File: src/rtl/text_lcd_driver.sv
// Write-only HD44780 16x2 driver: power-up wait, init commands, then continuous two-line refresh.
// Optional LCD_SKIP_UNCHANGED_EN: sit idle instead of rewriting a snapshot identical to the last frame.
module text_lcd_driver #(
    parameter int unsigned POWERUP_CYC = 15000,
    parameter int unsigned E_PULSE_CYC = 2,
    parameter int unsigned CMD_CYC     = 50,
    parameter int unsigned CLEAR_CYC   = 2000
) (
    input  logic         clk,
    input  logic         rst,
    input  logic [127:0] line1_data,
    input  logic [127:0] line2_data,
    output logic         lcd_e,
    output logic         lcd_rs,
    output logic         lcd_rw,
    output logic [7:0]   lcd_data,
    output logic         init_done,
    output logic         frame_done
);
    localparam int unsigned MaxA   = (POWERUP_CYC > E_PULSE_CYC) ? POWERUP_CYC : E_PULSE_CYC;
    localparam int unsigned MaxB   = (CMD_CYC > CLEAR_CYC) ? CMD_CYC : CLEAR_CYC;
    localparam int unsigned MaxCyc = (MaxA > MaxB) ? MaxA : MaxB;
    localparam int unsigned CntW   = $clog2(MaxCyc + 1);

    localparam logic [CntW-1:0] PwrLast   = CntW'(POWERUP_CYC - 1);
    localparam logic [CntW-1:0] EhiLast   = CntW'(E_PULSE_CYC - 1);
    localparam logic [CntW-1:0] CmdLast   = CntW'(CMD_CYC - 1);
    localparam logic [CntW-1:0] ClearLast = CntW'(CLEAR_CYC - 1);

    typedef enum logic [2:0] {
        StPwrup, StInit, StAddr1, StChar1, StAddr2, StChar2, StIdle
    } state_e;
    typedef enum logic [1:0] {PhSetup, PhEHigh, PhWait} phase_e;

    state_e          st_q, nxt_st;
    phase_e          ph_q;
    logic [CntW-1:0] cnt_q, wait_last;
    logic [3:0]      idx_q, nxt_idx;
    logic [127:0]    shadow1_q, shadow2_q;
    logic [8:0]      nxt_word;

    assign lcd_rw = 1'b0;

    // Successor of the current write and the {rs, data} word it will present in SETUP.
    always_comb begin
        wait_last = (st_q == StInit && idx_q == 4'd3) ? ClearLast : CmdLast;
        nxt_st    = st_q;
        nxt_idx   = idx_q + 4'd1;
        case (st_q)
            StInit: if (idx_q == 4'd3) begin
                nxt_st  = StAddr1;
                nxt_idx = '0;
            end
            StAddr1: begin
                nxt_st  = StChar1;
                nxt_idx = '0;
            end
            StChar1: if (idx_q == 4'd15) begin
                nxt_st  = StAddr2;
                nxt_idx = '0;
            end
            StAddr2: begin
                nxt_st  = StChar2;
                nxt_idx = '0;
            end
            StChar2: if (idx_q == 4'd15) begin
                nxt_st  = StAddr1;
                nxt_idx = '0;
`ifdef LCD_SKIP_UNCHANGED_EN
                if ({line1_data, line2_data} == {shadow1_q, shadow2_q}) nxt_st = StIdle;
`endif
            end
            default: ;
        endcase

        nxt_word = {lcd_rs, lcd_data};
        case (nxt_st)
            StInit: begin
                case (nxt_idx[1:0])
                    2'd0:    nxt_word = 9'h038;
                    2'd1:    nxt_word = 9'h00C;
                    2'd2:    nxt_word = 9'h006;
                    default: nxt_word = 9'h001;
                endcase
            end
            StAddr1: nxt_word = 9'h080;
            StChar1: nxt_word = {1'b1, shadow1_q[{nxt_idx, 3'b000} +: 8]};
            StAddr2: nxt_word = 9'h0C0;
            StChar2: nxt_word = {1'b1, shadow2_q[{nxt_idx, 3'b000} +: 8]};
            default: ;
        endcase
    end

    always_ff @(posedge clk) begin
        if (rst) begin
            st_q       <= StPwrup;
            ph_q       <= PhSetup;
            cnt_q      <= '0;
            idx_q      <= '0;
            shadow1_q  <= '0;
            shadow2_q  <= '0;
            lcd_e      <= 1'b0;
            lcd_rs     <= 1'b0;
            lcd_data   <= 8'h00;
            init_done  <= 1'b0;
            frame_done <= 1'b0;
        end else begin
            frame_done <= 1'b0;
            case (st_q)
                StPwrup: begin
                    if (cnt_q == PwrLast) begin
                        st_q               <= StInit;
                        idx_q              <= '0;
                        ph_q               <= PhSetup;
                        cnt_q              <= '0;
                        {lcd_rs, lcd_data} <= 9'h038;
                    end else begin
                        cnt_q <= cnt_q + 1'b1;
                    end
                end
`ifdef LCD_SKIP_UNCHANGED_EN
                StIdle: begin
                    if ({line1_data, line2_data} != {shadow1_q, shadow2_q}) begin
                        st_q               <= StAddr1;
                        idx_q              <= '0;
                        ph_q               <= PhSetup;
                        cnt_q              <= '0;
                        shadow1_q          <= line1_data;
                        shadow2_q          <= line2_data;
                        {lcd_rs, lcd_data} <= 9'h080;
                    end
                end
`endif
                default: begin
                    case (ph_q)
                        PhSetup: begin
                            ph_q  <= PhEHigh;
                            cnt_q <= '0;
                            lcd_e <= 1'b1;
                        end
                        PhEHigh: begin
                            if (cnt_q == EhiLast) begin
                                ph_q  <= PhWait;
                                cnt_q <= '0;
                                lcd_e <= 1'b0;
                            end else begin
                                cnt_q <= cnt_q + 1'b1;
                            end
                        end
                        default: begin
                            if (cnt_q == wait_last) begin
                                ph_q               <= PhSetup;
                                cnt_q              <= '0;
                                st_q               <= nxt_st;
                                idx_q              <= nxt_idx;
                                {lcd_rs, lcd_data} <= nxt_word;
                                if (st_q == StInit && idx_q == 4'd3) init_done <= 1'b1;
                                if (st_q == StChar2 && idx_q == 4'd15) frame_done <= 1'b1;
                                // Snapshot is taken only on the edge that enters ADDR1.
                                if (nxt_st == StAddr1) begin
                                    shadow1_q <= line1_data;
                                    shadow2_q <= line2_data;
                                end
                            end else begin
                                cnt_q <= cnt_q + 1'b1;
                            end
                        end
                    endcase
                end
            endcase
        end
    end
endmodule

File: config.mk
export PLATFORM = sky130hd
export DESIGN_NAME = text_lcd_driver
export DESIGN_NICKNAME = d
export VERILOG_FILES = /design/src/rtl/text_lcd_driver.sv
export SDC_FILE = /design/constraint.sdc
export NUM_CORES = 1
export LEC_CHECK = 0
export ABC_AREA = 1
export CORE_MARGIN = 5
export CORE_UTILIZATION = 40
export DETAILED_ROUTE_END_ITERATION = 12
export HOLD_SLACK_MARGIN = 0.15
export PLACE_DENSITY_LB_ADDON = 0.12
export SYNTH_ARGS = -nofsm -noshare
export SYNTH_HDL_FRONTEND = slang
export SYNTH_SLANG_ARGS = --single-unit
File: constraint.sdc
create_clock -name clk -period 2.6 [get_ports clk]
set_input_delay 0.39 -clock clk [delete_from_list [all_inputs] [get_ports clk]]
set_output_delay 0.39 -clock clk [all_outputs]
set_load 0.03 [all_outputs]
==> results by group <==
Synth
  – Post-Syn Area: around 14000 µm²
  – #FFs+latches synth: between 200 and 300
  – Largest cells by area after synthesis: dfxtp_1 43%, a21oi_1 10%, o21ai_0 10%
  – Cell count after synthesis: roughly 1900
  – Most frequent cell after synthesis: inv_1
  – Share of the synthesized area in the top cell type: roughly 43%
  – Syn_nets: approximately 2200
  – EDFF count, synth: 0
  – Synth warn: 0
  – Post-Syn Area per Cell: between 6 and 7 µm²
  – Main synth FF type: dfxtp_1
  – Cell taking the most area after synthesis: dfxtp_1
  – Synth top cells by count: 295 x inv_1, 291 x dfxtp_1, 274 x a21oi_1
  – Synth cell types: 38
  – Sequential fraction of the synthesis area: a little over two fifths
  – FFs w/ async S/R, synth: 0%

Finish
  – Syn-to-layout area delta: 43.4%
  – Post-route cell area: a little under 20000 µm²
  – Ratio of cells with drive above 1 in the final layout: around 11%
  – Final #Nets: 2484
  – Final core occ: 58.0%
  – Antenna diodes: 0

Timing
  – Setup TNS: 0 ps
  – Final hold vios: 0
  – Crit path time final: ~2600 ps
  – FMAX: approximately 390 MHz
  – Max-slew violation count: 0
  – Tightest Pin Transition: 508 ps
  – Relative slew margins: between 60% and 70%
  – Worst hold slack: ~400 ps
  – Period utilization: 98.8%
  – Clock skew: around 14 ps
  – RSZ-0062 raised after global routing: true
  – Final setup violation count: 0

Worst setup path
  – Crit. path cell count: 17
  – Critical Path Source Type: flip-flop
  – Crit. Startpoint: idx_q[0]
  – Worst setup path class: reg2reg
  – Endpoint type of the worst setup path: flip-flop
  – Worst EP required: ~3000 ps
  – R2r startpoint: idx_q[0]
  – R2R Setup Slk: around 30 ps
  – CP cell instances: ha_4, nand4_1, nand2_1, nand2_1, nand2_1, nand2_2, nand3_4, buf_6, clkinv_8, buf_12, buf_6, o211ai_1, o211ai_1, nand3_2, nand3_2, nand3_2, a21oi_2
  – Critical path fanouts, max: 8
  – Critical Path Slowest Stage Cell: dfxtp_2
  – Largest stage delay, worst path: 370 ps
  – FF-to-FF End: lcd_data[6]
  – Crit path to: lcd_data[6]
  – Number of buffers and inverters on the critical path: 4
  – Top delay family on crit path: simple AND/OR/NAND/NOR gates
  – Worst EP arrival: between 2000 and 3000 ps
  – Worst Reg2Reg Path Length in Cells: 17

Place
  – Number of port buffers: around 270
  – DPL Wire Length: ~32 mm
  – GP Congestion: 0.849
  – Cell Area, Placed: between 15000 and 20000 µm²

Floorplanning
  – I/O pin count: roughly 270
  – Chip Width: ~190 µm
  – Initial Utilization: between 40% and 50%
  – Die ar.: about 38000 µm²
  – FP Rows: between 60 and 70
  – Die Y: a little under 200 µm
  – Core footprint: 33500 µm²

Global routing
  – GR Overflow Total: 0
  – Vias in the first global route: around 13000
  – Largest net degree at the start of global routing: approximately 100
  – Gr usage total: between 20% and 30%
  – First-pass GRT wire length: approximately 73 mm
  – Initial antenna violation count: 0

CTS
  – Later-pin clock latency in the skew report: approximately 500 ps
  – CTS tree: built
  – Cts hold-fix bufs: 0
  – Buffer depth of the longest clock path: 3
  – H-Tree Depth: 2
  – Root Driver: clkbuf_16
  – Clk sinks: 291
  – Num CTS Buffers: 34
  – CTS clock-pin slew for the worst setup and hold paths: about 60 ps

Drt
  – TritonRoute pass-1 iters: 5
  – Antenna Nets Post-Route: 0
  – DRC: 0
  – DRT iter0 DRCs: roughly 1400
  – Routed len/inst: 18.9 µm
  – Vias: ~15000
  – WL final: just over 50 mm
  – Via-per-instance ratio: between 5 and 6

Power and ir drop
  – P per Cell Area: 511 nW/µm²
  – Leakage power: roughly 0.0084 µW
  – VDD IR max: between 0.3 and 0.4 mV
  – Power Total: approximately 9900 µW

Run status
  – Outcome: finished clean

Worst hold path
  – Hold depth: 3
  – Hold crit path type: in2reg

Flow run
  – Max-cap check violation count: 0
-- flip-flops by register name (all words and copies together), names as in the netlist --
| name | cells |
|---|---|
| cnt_q | 14 |
| frame_done | 1 |
| idx_q | 4 |
| init_done | 1 |
| lcd_data | 8 |
| lcd_e | 1 |
| lcd_rs | 1 |
| ph_q | 2 |
| shadow1_q | 128 |
| shadow2_q | 128 |
| st_q | 3 |
-- how the worst min path moves through the flow --
stage                    from            end  slack (ps)
2_1_floorplan        cnt_q[0]       cnt_q[0]         430
3_3_place_gp         cnt_q[0]       cnt_q[0]         450
3_5_place_dp          ph_q[0]        ph_q[0]         460
4_1_cts        line1_data[45]  shadow1_q[45]         390
5_1_grt        line2_data[27]  shadow2_q[27]         410
6_report       line1_data[93]  shadow1_q[93]         410
-- cells by family (layout without fill, tap and decap cells) --
group	Yosys count	after routing	synth area share, %
and+or+nand+nor	606	606	20.3
buffers and inverters	445	744	13.3
adders and majority gates	9	9	0.830
xor gates and xnor gates	6	6	0.388
AOI/OAI and AO/OA	583	583	22.2
DFF	291	291	43.0
other	1	1	0.0277
-- through the flow --
step	setup WS [ps]	instances
finish	30.4	2688
global route	-86.6	2688
CTS	-17.1	2648
detailed placement	-53.9	2574
global placement	-20.4	2574
floorplan	265	1941
-- worst min-delay path: cells and delay by family --
family / cells / cell delay, ps
buffers and inverters: 2 / 440
AO/OA/AOI/OAI: 1 / 50
-- layout by cell type, fill, tap and decap left out, types with 27 or more instances in the layout --
cell type,netlist,layout
nand4_1,51,51
a21oi_1,274,272
buf_12,0,27
o21ai_0,272,271
dfxtp_1,291,286
nand3_2,1,45
clkbuf_16,0,56
nand3_1,221,176
nand2_1,257,249
nor2_1,52,48
buf_4,9,48
inv_1,295,290
clkdlybuf4s50_1,0,269
-- power by group --
group	switching (µW)	internal [µW]	total, µW
combinational	222	391	613
clock	1940	2920	4860
sequential	4.43	4460	4470
-- layout make-up --
cell class	instances	area [µm²]
Clock buffer	46	966
Clock inverter	13	168
Fill cell	3098	14100
Inverter	298	1140
Multi-Input combinational cell	1205	6260
Sequential cell	291	5830
Tap cell	448	561
Timing Repair Buffer	387	4520
-- layer usage --
layer | vias to the layer above | wire length [µm] | part of all wire (%) | global-route usage [%]
li1 | 6977 | - | - | -
met1 | 6832 | 22400 | 44 | 33.4
met2 | 606 | 23400 | 46 | 37.0
met3 | 85 | 3770 | 7.4 | 4.03
met4 | 0 | 1320 | 2.6 | 6.90
met5 | - | 0 | 0 | 0
-- what timing repair did --
item | CTS | global route
buffers inserted | 11 | 17
setup endpoints to repair | 9 | 255
cloned | 4 | 25
hold endpoints to repair | 0 | 0
resized for setup | 11 | 93
pin swaps | 6 | 27
Note: power is estimated with default switching activity, not from simulation.
